===== src/rtl/irq_pending_unit.sv =====
// irq_pending_unit: synchronises interrupt request lines, detects edges or
// levels per line, holds pending bits, applies the enable mask towards the
// daisy chain and records lost edges in sticky overflow flags.
module irq_pending_unit #(
    parameter int unsigned N_IRQ       = 16,
    parameter int unsigned SYNC_STAGES = 2
) (
    input  logic             clk_i,
    input  logic             rst_i,
    input  logic [N_IRQ-1:0] irq_req_i,
    input  logic [N_IRQ-1:0] irq_edge_mode_i,
    input  logic [N_IRQ-1:0] mie_i,
    input  logic [N_IRQ-1:0] irq_ret_i,
    input  logic [N_IRQ-1:0] ovf_clr_i,
    output logic [N_IRQ-1:0] masked_irq_o,
    output logic [N_IRQ-1:0] pending_o,
    output logic [N_IRQ-1:0] overflow_o
);

    logic [N_IRQ-1:0] sync_q [SYNC_STAGES];
    logic [N_IRQ-1:0] sync_d [SYNC_STAGES];
    logic [N_IRQ-1:0] prev_q;
    logic [N_IRQ-1:0] prev_d;
    logic [N_IRQ-1:0] pending_q;
    logic [N_IRQ-1:0] pending_d;
    logic [N_IRQ-1:0] overflow_q;
    logic [N_IRQ-1:0] overflow_d;
    logic [N_IRQ-1:0] sync;
    logic [N_IRQ-1:0] rise;

    // Synchroniser shift chain and edge-detect history
    always_comb begin
        sync_d[0] = irq_req_i;
        for (int unsigned s = 1; s < SYNC_STAGES; s++) begin
            sync_d[s] = sync_q[s-1];
        end
        sync   = sync_q[SYNC_STAGES-1];
        prev_d = sync;
        rise   = sync & ~prev_q;
    end

    // Pending and overflow next state; a new edge beats a same-cycle clear
    always_comb begin
        pending_d  = (irq_edge_mode_i & (rise | (pending_q & ~irq_ret_i)))
                   | (~irq_edge_mode_i & sync);
        overflow_d = (overflow_q & ~ovf_clr_i)
                   | (irq_edge_mode_i & rise & pending_q & ~irq_ret_i);
    end

    // All state registers with synchronous active-low reset
    always_ff @(posedge clk_i) begin
        if (!rst_i) begin
            for (int unsigned s = 0; s < SYNC_STAGES; s++) begin
                sync_q[s] <= '0;
            end
            prev_q     <= '0;
            pending_q  <= '0;
            overflow_q <= '0;
        end else begin
            for (int unsigned s = 0; s < SYNC_STAGES; s++) begin
                sync_q[s] <= sync_d[s];
            end
            prev_q     <= prev_d;
            pending_q  <= pending_d;
            overflow_q <= overflow_d;
        end
    end

    // Mask is applied combinationally so mie_i changes act without delay
    always_comb begin
        masked_irq_o = pending_q & mie_i;
        pending_o    = pending_q;
        overflow_o   = overflow_q;
    end

endmodule


===== config.mk =====
export PLATFORM = sky130hd
export DESIGN_NAME = irq_pending_unit
export DESIGN_NICKNAME = d
export VERILOG_FILES = /design/src/rtl/irq_pending_unit.sv
export SDC_FILE = /design/constraint.sdc
export NUM_CORES = 1
export LEC_CHECK = 0
export ABC_AREA = 0
export BUFFER_PORTS_ARGS = -buffer_cell sky130_fd_sc_hd__buf_2
export CORE_MARGIN = 10
export CORE_UTILIZATION = 30
export CTS_CLUSTER_DIAMETER = 80
export CTS_CLUSTER_SIZE = 8
export DETAILED_ROUTE_END_ITERATION = 7
export GPL_TIMING_DRIVEN = 0
export PLACE_DENSITY_LB_ADDON = 0.3
export SETUP_SLACK_MARGIN = 0.4
export SLEW_MARGIN = 20
export SYNTH_ARGS = -nofsm -noshare
export SYNTH_HDL_FRONTEND = slang
export SYNTH_SLANG_ARGS = --single-unit

===== constraint.sdc =====
create_clock -name clk_i -period 1.5 [get_ports clk_i]
set_input_delay 0.3 -clock clk_i [delete_from_list [all_inputs] [get_ports clk_i]]
set_output_delay 0.3 -clock clk_i [all_outputs]
set_load 0.1 [all_outputs]

Word-level counts from Yosys, hierarchy flattened

Memory sizes are Yosys's and may differ from the RTL's.
Index checks and enable logic that the tools add are counted.

Bits in registers: 48
RAM bits: 32
Logic and storage cells: 26
Memories: 1

Memories:

| name   | depth | bits a word | read ports | clocked after Yosys merged registers in | wr ports | line | source |
|---|---|---|---|---|---|---|---|
| sync_q | 2     | 16          | 2          | 0                                       | 2        | 20   | `logic [N_IRQ-1:0] sync_q [SYNC_STAGES];` |

Multiplexer cells: 4
Bitwise operators: 18

Operators with widths:

| cell             | number |
|---|---|
| $and A16 B16 Y16 | 9 |
| $not A16 Y16     | 4 |
| $or A16 B16 Y16  | 3 |
| $mux W16         | 2 |
| $mux W1          | 2 |
| $or A1 B1 Y1     | 2 |

Depth between registers and ports, before layout

Depth in word-level cells: 6
Depth in mapped cells: 5
Depth with buffers taken out: 2

Least setup slack after synthesis

Ideal clock, no wire load.

Path kind: register to output
Start: reg pending_q[13] (netlist: pending_o[13])
End: out masked_irq_o[13]
Arrival time: 1.813 ns
Data required time: 1.200 ns
Slack: -0.613 ns
Cell stages (with the launch flop): 2
Cell sequence: dfxtp_1 > and2_1

Longest elaborated chain between the ends: 1

Ends and longest elaborated chain:

| what                   | line | source |
|---|---|---|
| start, declared        | 24   | `logic [N_IRQ-1:0] pending_q;` |
| start signal, assigned | 64   | `pending_q <= pending_d;` |
| $and A16 B16 Y16       | 71   | `masked_irq_o = pending_q & mie_i;` |
| end, declared          | 15   | `output logic [N_IRQ-1:0] masked_irq_o,` |

No other way between the ends.

Worst setup path in the final report

Start: reg pending_q[4] (netlist: pending_o[4])
End: out masked_irq_o[4]

The elaborated chain is that of the path after synthesis.

==> summary.txt <==
Synth
  • Distinct cells, synth: 12
  • Syn Std Cell Area: 2780 sq um
  • Flops & latches, synth: 80
  • Top-count cell post-synth: dfxtp_1
  • Top cell type's share of synthesized area: 57.6%
  • Most common library cells after synthesis: dfxtp_1, and2_1
  • Post-synth ARST share: 0%
  • Post-synthesis sequential area ratio: 57.6%
  • Syn nets: 331
  • Yosys warns: 0
  • Synth top area cells: dfxtp_1, and2_1, a21bo_1
  • Yosys top cell by area: dfxtp_1
  • Synthesized area per cell: 11.2 sq um
  • Post-synth EDFFs: 0
  • Ys flop type: dfxtp_1
  • Post-synthesis cell count: 249

GRT
  • Initial antenna violation count: 0
  • Gr usage total: 11.5%
  • Largest net degree at the start of global routing: 14
  • First-pass GRT wire length: 11900 um
  • Total congestion overflow: 0
  • Vias in the first global route: 2381

Worst setup path
  • Critical path type: register to output pin
  • Critical Path End Type: output pin
  • Critical Path RT: 1.20 ns
  • Worst endpoint data arrival time: 1.03 ns
  • Worst Reg2Reg Path Length in Cells: 3
  • Setup crit start kind: register
  • Maximum fanout along the worst path: 3

Clocking
  • Clk slew on worst S/H paths: 0.08 ns
  • CTS sink cnt: 80
  • CTS Buf Count: 9
  • CTS tree: yes
  • Root buf cell: clkbuf_8
  • Htree depth: 3
  • Max clock buf depth: 2
  • Worst skew pair latency: 0.34 ns

Timing
  • Min Tclk post-route: 1.33 ns
  • Final hold slack: 0.157 ns
  • Worst setup margin: 0.167 ns
  • Fin Clk Skew: 0.00612 ns
  • Tcrit/Tclk final: 88.9%
  • Fin. Hold Viols: 0
  • Setup-failing EPs final: 0
  • Final Max Slew Viols: 0
  • Slew margin rel.: 87.7%
  • Setup TNS: 0 ns
  • Worst-margin pin slew: 0.185 ns
  • Max frequency: 750 MHz
  • RSZ-0062 raised after global routing: true

Flow run
  • Max_cap viols: 0

Worst hold path
  • Hold path depth: 2
  • Worst Hold Class: input port to register

Floorplan
  • # IOs: 130
  • Initial core utilization: 30.4%
  • Die Ht: 116 um
  • DIE AREA: 13500 sq um
  • Die Wd: 116 um
  • Site Rows: 35
  • Core Area: 9150 sq um

Place
  • Pre-CTS worst setup slack: 0.279 ns
  • GP Congestion: 0.709
  • Input/output buffers: 128
  • HPWL Detailed: 5580 um

Detailed routing
  • Vias: 2234
  • DR vias/cell: 4.36
  • DRT antenna net count: 0
  • DRC: 0
  • Router iterations before antenna repair: 4
  • Iter 0 DRT Violations: 48
  • Routed WL per cell: 15.7 um
  • Overall routed net length: 8020 um

Pwr
  • PD cells: 937 nW/um^2
  • Leak: 0.00209 uW
  • Peak supply drop: 371 uV

Final layout
  • N_diodes: 0
  • Layout cell share with drive strength beyond 1: 55.6%
  • Fin nets: 478
  • Area Growth Syn to Fin: 67.8%

Status
  • Status: finished clean
==> worst paths after layout <==
kind                                start                  endpoint  slack (ns)
setup / recovery  pending_o[4]$_SDFF_PN0_           masked_irq_o[4]        0.17
setup reg to reg  pending_o[5]$_SDFF_PN0_   pending_o[5]$_SDFF_PN0_        0.60
hold reg to reg   sync_q[0][4]$_SDFF_PN0_  sync_q[0][20]$_SDFF_PN0_        0.44
hold / removal              irq_req_i[14]  sync_q[0][14]$_SDFF_PN0_        0.16
==> cell families (layout without fill, tap and decap cells) <==
logic type	count (synthesis)	in the layout	share of synthesized area, %
buffers and inverters	9	161	2.97
AOI/OAI and AO/OA	32	32	8.63
DFF	80	80	57.6
and+or+nand+nor	128	128	30.8
==> critical path: stages, from the launching register on <==
cell and delay [ns]:
dfxtp_4 0.37, and2_4 0.15, buf_12 0.16
==> sequential cells by signal, indices dropped and copies added (netlist names) <==
name        count
overflow_o     16
pending_o      16
prev_q         16
sync_q         32
==> final cells by class <==
type	instances	area, sq um
repair buffers	136	1420
plain buffers	9	82.6
fillers	815	4480
clock inverters	4	51.3
multi-input cells	160	1140
clock buffers	12	155
well taps	111	139
flip-flops and latches	80	1680
==> metrics by stage <==
stage	instances	utilization (%)	cell area (sq um)	power, uW
floorplan	249	-	2900	2550
global placement	488	40.2	3680	2710
detailed placement	488	40.2	3680	2710
CTS	508	49.4	4520	4420
global route	512	51.0	4670	4590
finish	512	51.0	4670	4370
==> repair_timing <==
action                     4_1_cts  5_1_grt
pin swaps                       14        2
hold buffers                     0        0
setup buffers                    4        4
resized for setup              164       29
setup endpoints to repair       48       48
==> report_power, final <==
group | switching, uW | leakage (uW) | internal [uW] | total, uW
clock network | 760 | 0.000103 | 864 | 1620
logic | 290 | 0.00131 | 257 | 546
registers | 35.0 | 0.000675 | 2170 | 2200
total | 1090 | 0.00209 | 3290 | 4370
==> placed cells by master, fill, tap and decap left out <==
cell / synthesis / final
a21bo_1: 16 / 16
and2_1: 49 / 33
and2_4: 15 / 31
buf_12: 0 / 46
buf_2: 3 / 83
buf_4: 0 / 6
buf_6: 6 / 8
buf_8: 0 / 2
bufinv_16: 0 / 1
clkbuf_1: 0 / 1
clkbuf_8: 0 / 11
clkinv_2: 0 / 1
clkinvlp_4: 0 / 1
dfxtp_1: 80 / 48
dfxtp_2: 0 / 15
dfxtp_4: 0 / 17
inv_6: 0 / 1
nand2_1: 16 / 16
nand2b_1: 16 / 16
nand3b_1: 16 / 16
nand4b_1: 16 / 16
o21ai_0: 2 / 2
o21ai_1: 14 / 14
==> layer usage <==
metal | part of all wire, % | GRT usage [%] | vias to the layer above
met5 | 0 | 0 | -
met4 | 0.92 | 5.00 | 0
met3 | 8.1 | 3.90 | 7
met2 | 52 | 20.1 | 75
met1 | 39 | 12.3 | 1023
li1 | - | - | 1129
Note: power is estimated with default switching activity, not from simulation.
